**src/rtl/pll_phase_stepper.sv**
```systemverilog
// Dynamic phase-shift controller for the GTP_PLL_E1 wrapper.
//
// Accepts one phase-shift request at a time (valid/ready). It drives phase_sel
// and phase_dir from the latched request, then issues req_steps active-low
// pulses on phase_step_n. Each pulse is STEP_LOW_CYCLES long and is followed by
// a STEP_GAP_CYCLES high gap. After the last gap it waits for the synchronised
// PLL lock. It reports completion with a one-cycle done pulse. err is asserted
// with done when the lock wait times out.
//
// Ports:
//   clk, rst      reference-domain clock; synchronous active-high reset
//   req_valid     request valid
//   req_ready     request can be accepted (combinational: idle and not in reset)
//   req_sel       target PLL output index
//   req_dir       1 = advance, 0 = retard
//   req_steps     number of step pulses (0 allowed)
//   phase_sel     to PLL phase_sel (held from accept until the next accept)
//   phase_dir     to PLL phase_dir (held from accept until the next accept)
//   phase_step_n  to PLL phase_step_n, active-low step pulse
//   pll_lock      PLL lock, asynchronous to clk
//   busy          high whenever the controller is not idle
//   done          one-cycle completion pulse
//   err           one-cycle lock-timeout pulse, coincident with done
module pll_phase_stepper #(
  parameter int unsigned STEP_LOW_CYCLES = 4,
  parameter int unsigned STEP_GAP_CYCLES = 8,
  parameter int unsigned LOCK_TIMEOUT    = 1024,
  parameter int unsigned CNT_W           = 8
) (
  input  logic             clk,
  input  logic             rst,
  input  logic             req_valid,
  output logic             req_ready,
  input  logic [2:0]       req_sel,
  input  logic             req_dir,
  input  logic [CNT_W-1:0] req_steps,
  output logic [2:0]       phase_sel,
  output logic             phase_dir,
  output logic             phase_step_n,
  input  logic             pll_lock,
  output logic             busy,
  output logic             done,
  output logic             err
);

  localparam int unsigned PhaseMax =
      (STEP_LOW_CYCLES > STEP_GAP_CYCLES) ? STEP_LOW_CYCLES : STEP_GAP_CYCLES;
  localparam int unsigned PhaseW   = $clog2(PhaseMax + 1);
  localparam int unsigned TmoW     = $clog2(LOCK_TIMEOUT + 1);

  // Terminal counts: each counter starts at 0 on state entry, so the last
  // cycle in a state is reached at (length - 1).
  localparam logic [PhaseW-1:0] LowLast = PhaseW'(STEP_LOW_CYCLES - 1);
  localparam logic [PhaseW-1:0] GapLast = PhaseW'(STEP_GAP_CYCLES - 1);
  localparam logic [TmoW-1:0]   TmoLast = TmoW'(LOCK_TIMEOUT - 1);

  typedef enum logic [2:0] {
    StIdle,
    StSetup,
    StPulse,
    StGap,
    StWaitLock,
    StDone
  } state_e;

  state_e            state_q;
  logic [PhaseW-1:0] phase_cnt_q;
  logic [CNT_W-1:0]  steps_q;
  logic [TmoW-1:0]   tmo_q;
  logic [2:0]        sel_q;
  logic              dir_q;
  logic              step_n_q;
  logic              busy_q;
  logic              done_q;
  logic              err_q;
  logic              lock_meta_q;
  logic              lock_s_q;

  // Two-flop synchroniser for the asynchronous PLL lock.
  always_ff @(posedge clk) begin
    if (rst) begin
      lock_meta_q <= 1'b0;
      lock_s_q    <= 1'b0;
    end else begin
      lock_meta_q <= pll_lock;
      lock_s_q    <= lock_meta_q;
    end
  end

  assign req_ready = (state_q == StIdle) & ~rst;

  always_ff @(posedge clk) begin
    if (rst) begin
      state_q     <= StIdle;
      phase_cnt_q <= '0;
      steps_q     <= '0;
      tmo_q       <= '0;
      sel_q       <= 3'd0;
      dir_q       <= 1'b0;
      step_n_q    <= 1'b1;
      busy_q      <= 1'b0;
      done_q      <= 1'b0;
      err_q       <= 1'b0;
    end else begin
      // done/err are single-cycle pulses raised on the transition into StDone.
      done_q <= 1'b0;
      err_q  <= 1'b0;
      unique case (state_q)
        StIdle: begin
          if (req_valid && req_ready) begin
            sel_q       <= req_sel;
            dir_q       <= req_dir;
            steps_q     <= req_steps;
            phase_cnt_q <= '0;
            tmo_q       <= '0;
            busy_q      <= 1'b1;
            if (req_steps == '0) begin
              state_q <= StDone;
              done_q  <= 1'b1;
            end else begin
              state_q <= StSetup;
            end
          end
        end

        // One cycle for phase_sel/phase_dir to settle before the first pulse.
        StSetup: begin
          state_q     <= StPulse;
          step_n_q    <= 1'b0;
          phase_cnt_q <= '0;
        end

        StPulse: begin
          if (phase_cnt_q == LowLast) begin
            state_q     <= StGap;
            step_n_q    <= 1'b1;
            phase_cnt_q <= '0;
            steps_q     <= steps_q - 1'b1;
          end else begin
            phase_cnt_q <= phase_cnt_q + 1'b1;
          end
        end

        StGap: begin
          if (phase_cnt_q == GapLast) begin
            phase_cnt_q <= '0;
            if (steps_q != '0) begin
              state_q  <= StPulse;
              step_n_q <= 1'b0;
            end else begin
              state_q <= StWaitLock;
              tmo_q   <= '0;
            end
          end else begin
            phase_cnt_q <= phase_cnt_q + 1'b1;
          end
        end

        // Lock takes priority over a timeout landing in the same cycle.
        StWaitLock: begin
          if (lock_s_q) begin
            state_q <= StDone;
            done_q  <= 1'b1;
          end else if (tmo_q == TmoLast) begin
            state_q <= StDone;
            done_q  <= 1'b1;
            err_q   <= 1'b1;
          end else begin
            tmo_q <= tmo_q + 1'b1;
          end
        end

        StDone: begin
          state_q <= StIdle;
          busy_q  <= 1'b0;
        end

        default: begin
          state_q  <= StIdle;
          busy_q   <= 1'b0;
          step_n_q <= 1'b1;
        end
      endcase
    end
  end

  assign phase_sel    = sel_q;
  assign phase_dir    = dir_q;
  assign phase_step_n = step_n_q;
  assign busy         = busy_q;
  assign done         = done_q;
  assign err          = err_q;

endmodule

```
**config.mk**
```make
export PLATFORM = sky130hd
export DESIGN_NAME = pll_phase_stepper
export DESIGN_NICKNAME = d
export VERILOG_FILES = /design/src/rtl/pll_phase_stepper.sv
export SDC_FILE = /design/constraint.sdc
export NUM_CORES = 1
export LEC_CHECK = 0
export ABC_AREA = 1
export CORE_MARGIN = 5
export CORE_UTILIZATION = 35
export DETAILED_ROUTE_END_ITERATION = 8
export SLEW_MARGIN = 0
export SYNTH_ARGS = -nofsm -noshare
export SYNTH_HDL_FRONTEND = slang
export SYNTH_SLANG_ARGS = --single-unit
```
**constraint.sdc**
```tcl
create_clock -name clk -period 2.91 [get_ports clk]
set_clock_uncertainty 0.15 [all_clocks]
set_input_delay 0.873 -clock clk [delete_from_list [all_inputs] [get_ports clk]]
set_output_delay 0.873 -clock clk [all_outputs]
set_load 0.02 [all_outputs]
```
; After elaboration in Yosys (flattened, before gate mapping)
; Cells that the tools add are included.
[totals]
ff_bits = 36
word_cells = 85
[op_classes]
bitwise_logic = 5
muxes = 32
reduce_logical = 17
n_eq_ne = 16
add_sub_neg = 3
[op_table]
columns = operator, count
row1 = $mux W11, 5
row2 = $pmux W11 S3, 1
row3 = $mux W3, 7
row4 = $mux W8, 2
row5 = $pmux W4 S4, 1
row6 = $pmux W8 S2, 1
row7 = $pmux W3 S5, 1
row8 = $mux W4, 3
row9 = $ne A2 B2 Y1 const B, 6
row10 = $add A11 B1 Y11 const B, 1
row11 = $eq A11 B10 Y1 const B, 1
row12 = $logic_not A8 Y1, 1
row13 = $mux W1, 8
row14 = $reduce_and A4 Y1, 2
row15 = $reduce_bool A8 Y1, 1
row16 = $sub A8 B1 Y8 const B, 1
row17 = $eq A3 B2 Y1 const B, 2
row18 = $eq A3 B3 Y1 const B, 2
row19 = $reduce_and A2 Y1, 3
row20 = $reduce_and A6 Y1, 1
row21 = $reduce_or A3 Y1, 2
row22 = $add A4 B1 Y4 const B, 1
row23 = $eq A4 B2 Y1 const B, 1
row24 = $eq A4 B3 Y1 const B, 1
row25 = 14 further kinds, 18

; Longest topological paths before layout
; Gate-level depths: netlist of the first run.
[depth]
ltp_word = 5
ltp_mapped = 11
depth_no_buf = 11

; Worst setup path after synthesis of the first run
; Ideal clock, no wire load.
[synth_path]
path_kind = input -> output
startpoint = in rst
endpoint = out req_ready
arrival_ns = 1.305
path_slack_ns = 0.582
path_stages = 2
t_required_ns = 1.887
path_cell_list = buf_2 > nor2_2
[synth_between]
elab_chain_cells = 2
[synth_rtl]
columns = item, line
row1 = "start, declared", 31  ; input logic rst,
row2 = $not A1 Y1, 90  ; assign req_ready = (state_q == StIdle) & ~rst;
row3 = $and A1 B1 Y1, 90
row4 = "end, declared", 33  ; output logic req_ready,
; Every way passes these cells.

; Worst setup path in the final report of the first run
; Ends and elaborated chain as after synthesis.

==> summary.md, run 1 <==
| Metric | Value |
|---|---|
| Initial Utilization | `a little over a third` |
| Clock-pin slew of the registers on the worst-case setup and hold paths | `around 0.060 ns` |
| DR vias/cell | `4.82` |
| Outcome | `finished, final reports clean` |
| Largest net degree at the start of global routing | `20` |
| CP startpoint kind | `primary input` |
| Post-synth EDFFs | `0` |
| Final setup viols | `0` |
| Clock buffer count from CTS | `5` |
| Share of cells above drive strength 1 | `between 10% and 20%` |
| Syn Area/Cell | `approximately 6.8 um2` |
| Fin. max-slew vios | `0` |
| Average wire per cell in the routed design | `between 10 and 15 um` |
| LEAKAGE | `approximately 1 nW` |
| Worst slew pin tran | `0.405 ns` |
| Final WL | `4.75 mm` |
| Post-route cell area | `between 2000 and 2500 um2` |
| Ys flop type | `dfxtp_1` |
| Slew margin rel. | `about 73%` |
| Yosys warns | `0` |
| DRT antenna net count | `0` |
| Sequential cell area | `around 720 um2` |
| CTS max path bufs | `2` |
| Pwr per Cell Area | `a little under 500 nW/um2` |
| Setup tns final | `0 ns` |
| Largest cells by area after synthesis | `dfxtp_1 (34%), nand2_1 (13%), nor2_1 (6.4%)` |
| Die ar. | `around 7600 um2` |
| RSZ-0062 raised after global routing | `false` |
| Worst-case reg-to-reg path depth | `9` |
| Worst Path Max Fanout | `2` |
| Distinct cell type count after synthesis | `34` |
| Maximum VDD drop | `323 uV` |
| Total chip power | `1.21 mW` |
| Drt drc | `0` |
| Die Ht | `87.4 um` |
| Core Box Area | `5890 um2` |
| Multi-input combinational cell area | `1190 um2` |
| Area leader, netlist | `dfxtp_1` |
| CTS tree | `built` |
| Synth Instances | `approximately 310` |
| Site Rows | `28` |
| Period Utilization, post-route | `a little over nine tenths` |
| Kind of critical path | `in -> out` |
| Synth top cells by count | `nand2_1 (75), dfxtp_1 (36), nor2_1 (36), inv_1 (33), nand3_1 (25)` |
| Final Hold Vio Count | `0` |
| Gpl congestion | `slightly above 0.8` |
| PortBufs | `24` |
| Hold-critical path depth | `2` |
| Post-detail-place hpwl | `approximately 3.5 mm` |
| Worst-Skew Late Latency | `0.29 ns` |
| GR Util All Layers | `~13%` |
| Area after DPL | `2400 um2` |
| Vias post-DR | `1965` |
| Min-Delay Path Class | `reg -> reg` |
| # nets final | `between 300 and 400` |
| Proportion of netlist area held by the largest area contributor | `34.4%` |
| Initial antenna violation count | `0` |
| Post CTS Setup Buffer Count | `0` |
| Width of the die | `around 87 um` |
| Hold_buf cts | `0` |
| Post-Syn Area | `between 2000 and 2500 um2` |
| Area grow syn2layout | `18.0%` |
| Async SR Flop Fraction | `0%` |
| Register bit total from synthesis | `36` |
| Cells after DPL | `between 400 and 500` |
| Diode count | `0` |
| Fin crit period | `between 2 and 3 ns` |
| CTS H-tree depth | `2` |
| DR iter-0 viols | `95` |
| Number of fill cells | `roughly 650` |
| Global route overflow | `0` |
| Fmax achieved | `365 MHz` |
| IO Pins | `25` |
| Synth Net Count | `328` |
| Seq/Total Area, Yosys | `between 30% and 40%` |
| Clock sink count | `36` |
| Count leader, synth | `nand2_1` |
| Worst EP required | `about 1.9 ns` |
| Global-route wire length before repair | `8.10 mm` |
| WP data arrival | `between 1.5 and 2 ns` |
| Vias in the first global route | `1781` |
| CTS Root Cell | `clkbuf_8` |
| Max Cap Viol | `0` |
| Drt pass-1 iters | `4` |
| Final Non-Filler Cells | `408` |
| Crit. End Element | `output pin` |
==> through the flow <==
step / hold slack [ns] / worst slack (ns) / util (%)
global placement: 0.240 / -0.272 / 40.8
floorplan: 0.238 / 0.582 / -
global route: 0.272 / 0.101 / 42.0
detailed placement: 0.254 / -0.284 / 40.8
CTS: 0.263 / 0.0215 / 42.1
finish: 0.260 / 0.172 / 42.0
==> cells by family after synthesis <==
family | Yosys count | share of synthesized area [%]
simple gates | 171 | 40.0
fa+ha+maj | 4 | 2.39
buf+inv | 45 | 8.71
xor+xnor | 4 | 1.67
flops | 36 | 34.4
compound gates | 48 | 12.9
==> flip-flops by register name, indices dropped and copies added (netlist names), 3 cells and up <==
register / count
state_q: 3
steps_q: 8
tmo_q: 11
phase_cnt_q: 4
phase_sel: 3
==> worst paths after layout <==
path | start | endpoint | slack (ns)
min | lock_meta_q | lock_s_q | 0.26
max reg2reg | tmo_q[0] | tmo_q[6] | 0.93
max | rst | req_ready | 0.17
min reg2reg | lock_meta_q | lock_s_q | 0.26
==> routing by layer <==
metal	up-vias	global-route usage, %	share of wire, %
met5	-	0	0
met4	0	4.60	1.2
met3	6	3.03	4.1
met2	27	21.7	46
met1	885	17.4	49
li1	1047	-	-
==> final cells by class <==
cell class              count  area share, %
clock inverters             1          0.202
well taps                  75           3.79
inverters                  37           5.61
clock buffers               6           2.93
repair buffers             26           10.1
multi-input cells         227           48.2
flip-flops and latches     36           29.1
==> cells in the final DEF, fill, tap and decap left out, drive strengths merged <==
| master | n |
|---|---|
| ha | 4 |
| nor4 | 1 |
| a21oi | 21 |
| o21ai | 20 |
| inv | 37 |
| clkinv | 1 |
| nor2 | 45 |
| clkdlybuf4s50 | 23 |
| clkbuf | 7 |
| nand4 | 10 |
| o21bai | 1 |
| a211oi | 1 |
| nand2 | 84 |
| a31oi | 3 |
| o211ai | 1 |
| nor3b | 2 |
| dfxtp | 36 |
| o311ai | 1 |
| nand3 | 27 |
| xor2 | 4 |
| buf | 2 |
| nand3b | 2 |
==> critical path, stage by stage <==
cell	delay, ns
clkdlybuf4s50_1	0.44
nor2_2	0.20
clkbuf_2	0.21
==> timing repair <==
| action | 4_1_cts | 5_1_grt |
|---|---|---|
| setup endpoints to repair | 1 | 1 |
| cloned | 0 | 0 |
| gates resized for setup | 2 | 1 |
==> report_power, final <==
part | switching (mW) | internal (mW) | total, mW | leakage, nW
combinational | 0.194 | 0.119 | 0.313 | 0.688
sequential | 0.0304 | 0.525 | 0.555 | 0.294
clock | 0.175 | 0.163 | 0.338 | 0.0410
Note: power is estimated with default switching activity, not from simulation.
==> inputs of run 2 (changes only) <==
PLACE_DENSITY = 0.52   (was default)
RECOVER_POWER = 100   (was default)
REMOVE_ABC_BUFFERS = 1   (was default)
==> run 2 against run 1 <==
Hold slack worse by 0.0059 ns; global-route usage up 1.3 points; via count shrank 0.81%; wire length up 4.1%; setup slack worse by 0.12 ns; clock power increased by 46%; critical path type unchanged; critical endpoint unchanged; largest power group unchanged.
==> summary.md, run 2 (synthesis results as in run 1) <==
| Metric | Value |
|---|---|
| Outcome | `finished, final reports clean` |
| CTS H-tree depth | `2` |
| Average wire per cell in the routed design | `about 12 um` |
| Period Utilization, post-route | `between 90% and 100%` |
| Total chip power | `about 1.3 mW` |
| Global route overflow | `0` |
| DRT antenna net count | `0` |
| Slew margin rel. | `about 64%` |
| Worst slew pin tran | `approximately 0.54 ns` |
| Largest register by flop count | `tmo_q` |
| CTS tree | `built` |
| LEAKAGE | `between 1 and 1.5 nW` |
| Maximum VDD drop | `224 uV` |
| Area after DPL | `approximately 2400 um2` |
| RSZ-0062 raised after global routing | `false` |
| IO Pins | `25` |
| Internal Pwr Total | `about 0.94 mW` |
| Clock buffer count from CTS | `5` |
| Pwr per Cell Area | `between 500 and 600 nW/um2` |
| Worst-case reg-to-reg path depth | `11` |
| Gpl congestion | `slightly below 0.8` |
| Width of the die | `87.4 um` |
| Hold endpoint | `lock_s_q` |
| Hold-critical path depth | `2` |
| Max reg flops | `11` |
| Commonest non-fill, non-tap cells in the layout | `nand2_1 (78), nor2_1 (36), dfxtp_1 (36)` |
| CTS Root Cell | `clkbuf_8` |
| Fin crit period | `about 2.9 ns` |
| Min-Delay Path Class | `reg -> reg` |
| Clock network power share | `between 30% and 40%` |
| Post-detail-place hpwl | `3.75 mm` |
| Pre-CTS setup slack | `-0.279 ns` |
| Post-route cell area | `~2500 um2` |
| Setup ws final | `roughly 0.056 ns` |
| Clock sink count | `36` |
| CP startpoint kind | `primary input` |
| Final Hold Vio Count | `0` |
| Final setup viols | `0` |
| Vias in the first global route | `1854` |
| GR Util All Layers | `around 15%` |
| Fin. max-slew vios | `0` |
| Core Box Area | `5890 um2` |
| Site Rows | `28` |
| Initial antenna violation count | `0` |
| # nets final | `355` |
| Reg-to-reg startpoint | `steps_q[0]` |
| Die Ht | `between 80 and 90 um` |
| PortBufs | `24` |
| Drt drc | `0` |
| Die ar. | `about 7600 um2` |
| Top flop regs | `tmo_q (11), steps_q (8), phase_cnt_q (4)` |
| Final WL | `between 4 and 5 mm` |
| Worst-Skew Late Latency | `around 0.29 ns` |
| DR iter-0 viols | `99` |
| Net Sw Frac | `a little under a third` |
| Number of fill cells | `650` |
| Area grow syn2layout | `18.6%` |
| Kind of critical path | `in -> out` |
| Drt pass-1 iters | `4` |
| HP Start | `lock_meta_q` |
| Switching power | `between 0.4 and 0.5 mW` |
| Register share of total power | `around two fifths` |
| Clock-pin slew of the registers on the worst-case setup and hold paths | `0.08 ns` |
| Vias post-DR | `a little under 2k` |
| Global-route wire length before repair | `8.84 mm` |
| Crit. End Element | `output pin` |
| Initial Utilization | `a little over a third` |
| CTS max path bufs | `2` |
| Hold_buf cts | `0` |
| Reg2reg setup slack | `around 0.78 ns` |
| Most common library cell in the layout ignoring fill and taps | `nand2_1` |
| Largest net degree at the start of global routing | `20` |
| Worst EP required | `approximately 1.9 ns` |
| Worst Path Max Fanout | `2` |
| Diode count | `0` |
| DR vias/cell | `about 4.7` |
| FF-to-FF End | `tmo_q[8]` |
| Fmax achieved | `350 MHz` |
| Share of cells above drive strength 1 | `~9.2%` |
| Combinational power share | `between 20 and 25%` |
| WP data arrival | `approximately 1.8 ns` |
| Max Cap Viol | `0` |
==> run 2: changes by cell type in the layout (fill, tap and decap cells not counted), moves of 2 or more <==
cell             change
dlygate4sd3_1        +8
clkbuf_8             +2
clkdlybuf4s50_1      -8
nand2_4              -3
o21ai_0              +3
o21ai_1              -3
nand2_1              +3
==> run 2: stage by stage <==
| stage | std cells | util [%] | hold WS [ns] | setup TNS [ns] |
|---|---|---|---|---|
| after global placement | 403 | 41.1 | 0.239 | -0.278 |
| after global routing | 411 | 42.3 | 0.298 | 0 |
| after CTS | 411 | 43.2 | 0.257 | 0 |
| after detailed placement | 403 | 41.1 | 0.245 | -0.279 |
| final | 411 | 42.3 | 0.255 | 0 |
| after floorplan | 300 | - | 0.238 | 0 |
==> run 2: worst max path at each step <==
stage	to	from	depth (start not counted)	slack [ns]
finish	req_ready	rst	3	0.06
global route	req_ready	rst	3	0.02
CTS	req_ready	rst	3	0.02
detailed placement	req_ready	rst	3	-0.28
global placement	req_ready	rst	3	-0.28
floorplan	req_ready	rst	1	0.75
==> run 2: layout make-up <==
class                           count  area, um2  area share [%]
Multi-Input combinational cell    227       1140            45.9
Sequential cell                    36        721            29.0
Clock inverter                      1       30.0            1.21
Clock buffer                        7       96.3            3.87
Tap cell                           75       93.8            3.77
Inverter                           37        139            5.58
Timing Repair Buffer               28        267            10.7
==> run 2: timing repair <==
item,CTS,global route
endpoints found under the setup margin,1,0
gates resized for setup,2,0
buffers inserted,0,0
==> run 2: layer usage <==
layer | up-vias | track usage [%] | routed length, um
li1 | 1054 | - | -
met1 | 874 | 19.6 | 2520
met2 | 15 | 23.2 | 2230
met3 | 6 | 3.31 | 117
met4 | 0 | 4.74 | 71
met5 | - | 0 | 0
==> run 2: worst max-delay path, stage by stage <==
cell             delay [ns]
clkdlybuf4s50_1        0.47
nor2_2                 0.16
clkdlybuf4s15_1        0.33
==> run 2: power by group through the flow <==
stage | Sequential (mW) | Combinational, mW | Clock, mW
2_1_floorplan | 0.572 | 0.206 | 0
3_3_place_gp | 0.566 | 0.323 | 0
3_5_place_dp | 0.566 | 0.325 | 0
4_1_cts | 0.555 | 0.325 | 0.504
5_1_grt | 0.559 | 0.333 | 0.532
6_report | 0.554 | 0.293 | 0.493
==> inputs of run 3 (changes only) <==
GPL_ROUTABILITY_DRIVEN = 0   (was default)
==> results of run 3 <==
Same layout as run 2: the final DEF is identical, and so are final timing and power.
